`src/rtl/ysyx_22050019_lsu.sv`:
```
// Load/store unit: turns one decoded memory access into a single valid/ready
// transaction on a 64-bit data port, with strobes, lane shifting and load extension.
module ysyx_22050019_lsu #(
  parameter int unsigned ADDR_W  = 64,
  parameter int unsigned TIMEOUT = 255
) (
  input  logic              clk,
  input  logic              rst,
  input  logic              req_valid,
  output logic              req_ready,
  input  logic              ram_we,
  input  logic              ram_re,
  input  logic [ADDR_W-1:0] addr,
  input  logic [63:0]       wdata,
  input  logic [5:0]        mem_r_wdth,
  input  logic [2:0]        mem_w_wdth,
  output logic              resp_valid,
  output logic [63:0]       resp_rdata,
  output logic              resp_err,
  output logic              mem_req_valid,
  input  logic              mem_req_ready,
  output logic              mem_req_we,
  output logic [ADDR_W-1:0] mem_req_addr,
  output logic [63:0]       mem_req_wdata,
  output logic [7:0]        mem_req_wstrb,
  input  logic              mem_resp_valid,
  input  logic [63:0]       mem_resp_rdata
);

  typedef enum logic [1:0] {S_IDLE, S_REQ, S_WAIT, S_RESP} state_t;

  state_t            r_state, w_nxt;
  logic [ADDR_W-1:0] r_addr;
  logic [63:0]       r_wdata;
  logic              r_we;
  logic [1:0]        r_size;
  logic              r_sgn;
  logic [31:0]       r_cnt;
  logic [63:0]       r_rdata;
  logic              r_err;

  logic [1:0]  w_size;
  logic        w_sgn, w_wbad, w_mis, w_accept, w_fault, w_tmo, w_act;
  logic [63:0] w_sh, w_ext;
  logic [7:0]  w_base;

  // Size code: 0 byte, 1 half, 2 word, 3 double; decoded from whichever width field applies
  always_comb begin
    w_size = 2'd3;
    w_sgn  = 1'b0;
    if (ram_we) begin
      w_wbad = (mem_w_wdth & (mem_w_wdth - 3'd1)) != 3'd0;
      if (mem_w_wdth[2])      w_size = 2'd0;
      else if (mem_w_wdth[1]) w_size = 2'd1;
      else if (mem_w_wdth[0]) w_size = 2'd2;
    end else begin
      w_wbad = ((mem_r_wdth & (mem_r_wdth - 6'd1)) != 6'd0) | mem_r_wdth[2];
      if (mem_r_wdth[3] | mem_r_wdth[0]) begin
        w_size = 2'd0;
        w_sgn  = mem_r_wdth[3];
      end else if (mem_r_wdth[4] | mem_r_wdth[1]) begin
        w_size = 2'd1;
        w_sgn  = mem_r_wdth[4];
      end else if (mem_r_wdth[5]) begin
        w_size = 2'd2;
        w_sgn  = 1'b1;
      end
    end
    case (w_size)
      2'd0:    w_mis = 1'b0;
      2'd1:    w_mis = addr[0];
      2'd2:    w_mis = |addr[1:0];
      default: w_mis = |addr[2:0];
    endcase
  end

  assign w_accept = req_valid & (ram_we | ram_re);
  assign w_fault  = (ram_we & ram_re) | w_wbad | w_mis;
  assign w_tmo    = (TIMEOUT != 0) && (r_cnt == 32'(TIMEOUT - 1));

  // Timeout wins in REQ; in WAIT an arriving response still completes normally
  always_comb begin
    w_nxt = r_state;
    case (r_state)
      S_IDLE: if (w_accept) w_nxt = w_fault ? S_RESP : S_REQ;
      S_REQ: begin
        if (w_tmo)              w_nxt = S_RESP;
        else if (mem_req_ready) w_nxt = S_WAIT;
      end
      S_WAIT: if (mem_resp_valid || w_tmo) w_nxt = S_RESP;
      default: w_nxt = S_IDLE;
    endcase
  end

  always_ff @(posedge clk) begin
    if (rst) r_state <= S_IDLE;
    else     r_state <= w_nxt;
  end

  assign w_sh = mem_resp_rdata >> {r_addr[2:0], 3'b000};

  always_comb begin
    case (r_size)
      2'd0:    w_ext = r_sgn ? {{56{w_sh[7]}},  w_sh[7:0]}  : {56'd0, w_sh[7:0]};
      2'd1:    w_ext = r_sgn ? {{48{w_sh[15]}}, w_sh[15:0]} : {48'd0, w_sh[15:0]};
      2'd2:    w_ext = {{32{w_sh[31]}}, w_sh[31:0]};
      default: w_ext = w_sh;
    endcase
  end

  always_ff @(posedge clk) begin
    if (rst) begin
      r_addr  <= '0;
      r_wdata <= '0;
      r_we    <= 1'b0;
      r_size  <= '0;
      r_sgn   <= 1'b0;
      r_cnt   <= '0;
      r_rdata <= '0;
      r_err   <= 1'b0;
    end else begin
      case (r_state)
        S_IDLE: if (w_accept) begin
          r_addr  <= addr;
          r_wdata <= wdata;
          r_we    <= ram_we;
          r_size  <= w_size;
          r_sgn   <= w_sgn;
          r_cnt   <= '0;
          if (w_fault) begin
            r_err   <= 1'b1;
            r_rdata <= '0;
          end
        end
        S_REQ: begin
          r_cnt <= r_cnt + 32'd1;
          if (w_tmo) begin
            r_err   <= 1'b1;
            r_rdata <= '0;
          end
        end
        S_WAIT: begin
          r_cnt <= r_cnt + 32'd1;
          if (mem_resp_valid) begin
            r_err   <= 1'b0;
            r_rdata <= r_we ? '0 : w_ext;
          end else if (w_tmo) begin
            r_err   <= 1'b1;
            r_rdata <= '0;
          end
        end
        default: ;
      endcase
    end
  end

  always_comb begin
    case (r_size)
      2'd0:    w_base = 8'h01;
      2'd1:    w_base = 8'h03;
      2'd2:    w_base = 8'h0F;
      default: w_base = 8'hFF;
    endcase
  end

  assign w_act         = ~rst & (r_state == S_REQ);
  assign req_ready     = ~rst & (r_state == S_IDLE);
  assign resp_valid    = ~rst & (r_state == S_RESP);
  assign resp_rdata    = rst ? '0 : r_rdata;
  assign resp_err      = ~rst & r_err;
  assign mem_req_valid = w_act;
  assign mem_req_we    = w_act & r_we;
  assign mem_req_addr  = w_act ? {r_addr[ADDR_W-1:3], 3'b000} : '0;
  assign mem_req_wdata = w_act ? (r_wdata << {r_addr[2:0], 3'b000}) : '0;
  assign mem_req_wstrb = (w_act & r_we) ? (w_base << r_addr[2:0]) : '0;

endmodule

```
`config.mk`:
```
export PLATFORM = sky130hd
export DESIGN_NAME = ysyx_22050019_lsu
export DESIGN_NICKNAME = d
export VERILOG_FILES = /design/src/rtl/ysyx_22050019_lsu.sv
export SDC_FILE = /design/constraint.sdc
export NUM_CORES = 1
export LEC_CHECK = 0
export CORE_MARGIN = 4
export CORE_UTILIZATION = 43
export CTS_CLUSTER_SIZE = 24
export DETAILED_ROUTE_END_ITERATION = 7
export PLACE_DENSITY = 0.81
export SLEW_MARGIN = 15
export SYNTH_ARGS = -nofsm -noshare
export SYNTH_HDL_FRONTEND = slang
export SYNTH_SLANG_ARGS = --single-unit
```
`constraint.sdc`:
```
create_clock -name clk -period 2.83 [get_ports clk]
set_clock_uncertainty 0.15 [all_clocks]
set_input_delay 0.4245 -clock clk [delete_from_list [all_inputs] [get_ports clk]]
set_output_delay 0.4245 -clock clk [all_outputs]
set_load 0.1 [all_outputs]
```
-- Word-level counts from Yosys, hierarchy flattened
Index checks and enable logic that the tools add are counted.
- $add $sub $neg: 3
- equality and inequality tests: 12
- shift operators: 3
- multiplexer cells: 40
- bitwise gates (word level): 16
- reductions and logical operators: 15
- operators with widths (cell ; count):
    $mux 64 ; 10
    $pmux 64 s3 ; 2
    $pmux 32 s2 ; 1
    $shl 64x6->64 ; 1
    $shr 64x6->64 ; 1
    $add 32x1->32 const B ; 1
    $eq 32x8->1 const B ; 1
    $mux 32 ; 1
    $pmux 8 s3 ; 1
    $mux 2 ; 10
    $mux 1 ; 11
    $eq 2x2->1 const B ; 4
    $mux 8 ; 1
    $shl 8x3->8 ; 1
    $and 1x1->1 ; 7
    $and 6x6->6 ; 1
    $eq 2x1->1 const B ; 3
    $logic_not 2->1 ; 3
    $ne 2x2->1 const B ; 3
    $or 1x1->1 ; 6
    $pmux 1 s3 ; 2
    $pmux 2 s3 ; 1
    $reduce_and 3->1 ; 2
    $reduce_bool 3->1 ; 2
    other kinds (11) ; 13
- register bits: 231
- bits of input ports: 208
- output and inout port bits: 205

-- Longest topological paths before layout
- word-level depth: 10
- mapped depth: 11
- mapped depth without buffers: 8

-- Worst setup path before layout
Ideal clock, no wire load.
- path kind: reg-to-output
- start: register r_state[1]
- end: output mem_req_wstrb[5]
- arrival time: 4.260 ns
- data required time: 2.256 ns
- slack: -2.004 ns
- cell stages (with the launch flop): 9
- buffers on the path: 1
- path through: dfxtp_1 inv_1 ha_1 nand2b_1 clkbuf_1 inv_1 and2_1 nand2_1 a211oi_1
- longest elaborated chain between the ends: 4
- RTL lines (what ; RTL line ; text):
    from (decl) ; 32 ; state_t r_state, w_nxt;
    from (signal assigned) ; 97 ; else r_state <= w_nxt;
    $eq 2x1->1 ; 166 ; assign w_act = ~rst & (r_state == S_REQ);
    $and 1x1->1 ; 166 ;
    $and 1x1->1 ; n/a ;
    named net mem_req_we ; 22 ; output logic mem_req_we,
    $mux 8 ; 175 ; assign mem_req_wstrb = (w_act & r_we) ? (w_base << r_addr[2:0]) : '0;
    to (decl) ; 25 ; output logic [7:0] mem_req_wstrb,
The timed path passes the listed nets, and every way through them passes these cells.

-- Final worst setup path
- start: register r_addr[0]
- end: output mem_req_wdata[60]
- longest elaborated chain between the ends: 2
- RTL lines (what ; RTL line ; text):
    from (decl) ; 33 ; logic [ADDR_W-1:0] r_addr;
    from (signal assigned) ; 124 ; r_addr <= addr;
    $shl 64x6->64 ; 174 ; assign mem_req_wdata = w_act ? (r_wdata << {r_addr[2:0], 3'b000}) : '0;
    $mux 64 ; 174 ;
    to (decl) ; 24 ; output logic [63:0] mem_req_wdata,
No other way between the ends.

==> summary.txt <==
Routing
  – Starting DRT DRC Count: 1362
  – Routed vias: 14.7k
  – Routed Antenna Nets: 0
  – Remaining DRCs: 0
  – DRT Wirelength: 55.9 mm
  – DRT Pass-1 Iters: 8
  – Routed len/inst: 21.9 um
  – Post-DR vias/cell: 5.75

Power and ir drop
  – Pwr/cell area: 574 nW/um2
  – Pleak: 7.97 nW
  – VDD IR-drop max: 0.564 mV

STA
  – Tcrit/Tclk final: 99.9%
  – RSZ-0062 raised after global routing: yes
  – Fmax: 354 MHz
  – Fin crit period: 2.83 ns
  – Max_slew headroom: 30.2%
  – Final hold violations: 0
  – Least-Margin Pin Slew: 1.05 ns
  – Setup violations, final: 0
  – Final hold slack: 0.236 ns
  – Max-slew violations: 0

Critical path
  – WP data arrival: 2.25 ns
  – Crit Path Max Fanout: 24
  – CP endpoint kind: output port
  – Worst Setup SP: r_addr[0]$_SDFFE_PP0P_
  – Worst Setup EP: mem_req_wdata[60]
  – Reg2Reg Depth: 8
  – Reg2Reg Capture Point: r_cnt[30]$_SDFFE_PP0P_
  – Worst setup path class: flop to output port
  – Crit Reg-Reg Startpoint: r_state[0]$_SDFFE_PP0P_
  – Setup crit start kind: flop
  – Critical Path RT: 2.26 ns
  – Reg-to-reg setup timing slack: 0.26 ns

Synthesis
  – Synth Register Bits: 231
  – Post-synth top area share: 33.1%
  – Post-synth ARST share: 0%
  – Synth area leader: dfxtp_1
  – Main area contributors after synthesis: dfxtp_1, nand2_1, a21oi_1
  – Top-count cell post-synth: nand2_1
  – Register area share after synthesis: 33.1%
  – Instance count of the mapped netlist: 1727
  – Most frequent cells after synthesis: nand2_1, dfxtp_1, a21oi_1, nor2_1, clkbuf_1
  – Yosys cell types: 72
  – Mapped Avg Cell Area: 8.09 um2
  – Ys flop type: dfxtp_1
  – Mapped Area: 14000 um2
  – Number of flops mapped to enable cells by yosys: 0
  – Yosys warning total: 0

Floorplan
  – Core Rows: 65
  – Die area: 35400 um2
  – Die Span Y: 188 um
  – Die width: 188 um
  – CORE AREA: 31800 um2
  – Starting density of the core: 43.9%
  – I/O pin count: 413

Hold path
  – HP Class: input pin to flop

Layout
  – Final #Nets: 2311
  – # fillers: 2162
  – Final core utilization: 70.9%
  – P&R area growth vs syn: 61.5%
  – Share of layout cells above drive strength 1: 29.8%

Clocking
  – Clock Latency Late Sink: 0.55 ns
  – H-Tree Depth: 1
  – CTS tree: yes
  – CTS Root Cell: clkbuf_16
  – Post-cts hold buffer count: 0
  – Longest Clk Path Bufs: 3
  – Clock transition at the registers of the reported paths: 0.06 ns
  – CTS Buf Count: 27
  – Number of sinks on the clock net: 231

Place
  – Port Buf Inserts: 409
  – Placer Congestion: 0.904
  – HPWL Detailed: 40.3 mm

Flow run
  – Max_cap viols: 0

GRT
  – GRT Util Overall: 30.0%
  – Largest net degree at the start of global routing: 169
  – GRT overflow: 0
  – Initial antenna violation count: 12
  – First-pass GRT wire length: 85.6 mm
  – Vias in the first global route: 14.8k

Run status
  – Status: finished, final reports clean
[layout by cell type, fill, tap and decap left out, types with 6 or more instances in the layout]
cell,netlist,final
buf_16,0,6
o22ai_1,14,14
nand4_1,6,6
nand2b_1,13,12
o32ai_1,9,9
nor3_1,10,7
nor2b_1,14,12
o21ai_1,2,7
and2_2,0,16
clkbuf_16,0,28
buf_12,0,210
nor2_1,187,90
and2_4,0,9
xnor2_1,9,9
clkbuf_8,0,7
nor2_4,0,16
inv_1,77,76
nand3_1,19,19
mux2i_2,0,12
diode_2,0,10
and3_1,7,7
a22o_2,0,7
a21oi_1,207,204
and2_1,89,64
dfxtp_1,231,228
o32ai_2,55,55
mux2i_4,0,6
nor2_2,1,82
buf_4,6,50
clkdlybuf4s50_1,0,206
a22oi_1,11,10
nand2_1,321,318
o21ai_0,36,29
a31oi_1,6,6
xor2_1,18,18
mux2i_1,91,73
mux2_2,25,24
mux4_2,42,42
[worst min path at each step]
stage               slack (ns)  cells past startpoint                      end                    start
global route              0.23                      3  r_addr[14]$_SDFFE_PP0P_                      rst
global placement          0.29                      2  r_addr[29]$_SDFFE_PP0P_  r_addr[29]$_SDFFE_PP0P_
floorplan                 0.28                      2  r_addr[54]$_SDFFE_PP0P_  r_addr[54]$_SDFFE_PP0P_
detailed placement        0.29                      2  r_addr[12]$_SDFFE_PP0P_  r_addr[12]$_SDFFE_PP0P_
CTS                       0.21                      3   r_addr[4]$_SDFFE_PP0P_                      rst
finish                    0.24                      3   r_addr[3]$_SDFFE_PP0P_                      rst
[layer usage]
layer / vias to the layer above / share of wire [%] / global-route usage (%)
met3: 158 / 8.6 / 7.32
li1: 6696 / - / -
met1: 7076 / 35 / 33.7
met5: - / 0.043 / 0
met2: 769 / 52 / 54.3
met4: 4 / 4.2 / 12.2
[sequential cells by signal, indices dropped and copies added, names as in the netlist]
register / flops
r_rdata: 64
r_state: 2
r_we: 1
r_size: 2
r_addr: 64
r_sgn: 1
r_wdata: 64
r_err: 1
r_cnt: 32
[where the power goes]
| group | switching [mW] | internal (mW) | total, mW |
|---|---|---|---|
| clock network | 1.42 | 2.19 | 3.61 |
| registers | 0.313 | 3.55 | 3.87 |
| logic | 3.35 | 2.12 | 5.47 |
| total | 5.09 | 7.86 | 12.9 |
[logic make-up (layout without fill, tap and decap cells)]
| family | count (synthesis) | in the layout | share of synthesized area, % |
|---|---|---|---|
| buffers and inverters | 224 | 606 | 6.81 |
| adder cells (fa/ha/maj) | 7 | 7 | 0.618 |
| other | 1 | 13 | 0.0268 |
| XOR/XNOR | 27 | 27 | 1.69 |
| AND/OR/NAND/NOR | 699 | 699 | 22.6 |
| multiplexers | 158 | 158 | 15.3 |
| flip-flops | 231 | 231 | 33.1 |
| AO/OA/AOI/OAI | 380 | 380 | 19.8 |
[through the flow]
stage / TNS [ns] / instances / worst slack (ns) / total power, mW / instance area [um2]
after floorplan: -5.11 / 1729 / -0.429 / 7.26 / 14400
after global placement: -0.729 / 2485 / -0.0265 / 8.81 / 20900
after detailed placement: -2.45 / 2485 / -0.0621 / 8.93 / 20900
after CTS: -0.0360 / 2542 / -0.0143 / 12.8 / 22300
after global routing: -0.530 / 2556 / -0.0663 / 13.5 / 22600
final: 0 / 2556 / 0.00189 / 12.9 / 22600
[cell type report]
class | instances | area, um2 | share of cell area (%)
Timing Repair Buffer | 486 | 7100 | 31.5
Inverter | 77 | 292 | 1.29
Multi-Input combinational cell | 1274 | 9060 | 40.2
Tap cell | 435 | 544 | 2.41
Clock buffer | 36 | 779 | 3.46
Sequential cell | 231 | 4640 | 20.6
Clock inverter | 7 | 125 | 0.555
Antenna cell | 10 | 25.0 | 0.111
[critical path, cell delays in order (launching register included)]
cell and delay [ns]:
dfxtp_4 0.43, bufbuf_16 0.35, mux2i_2 0.27, a21oi_1 0.15, mux2i_1 0.25, nor2_4 0.06, buf_12 0.17
[repair_timing]
item | CTS | global route
resized for setup | 51 | 41
buffers inserted | 7 | 3
cloned | 7 | 1
pin swaps | 3 | 1
setup endpoints to repair | 71 | 48
No activity file was read; power rests on OpenSTA's default activity.
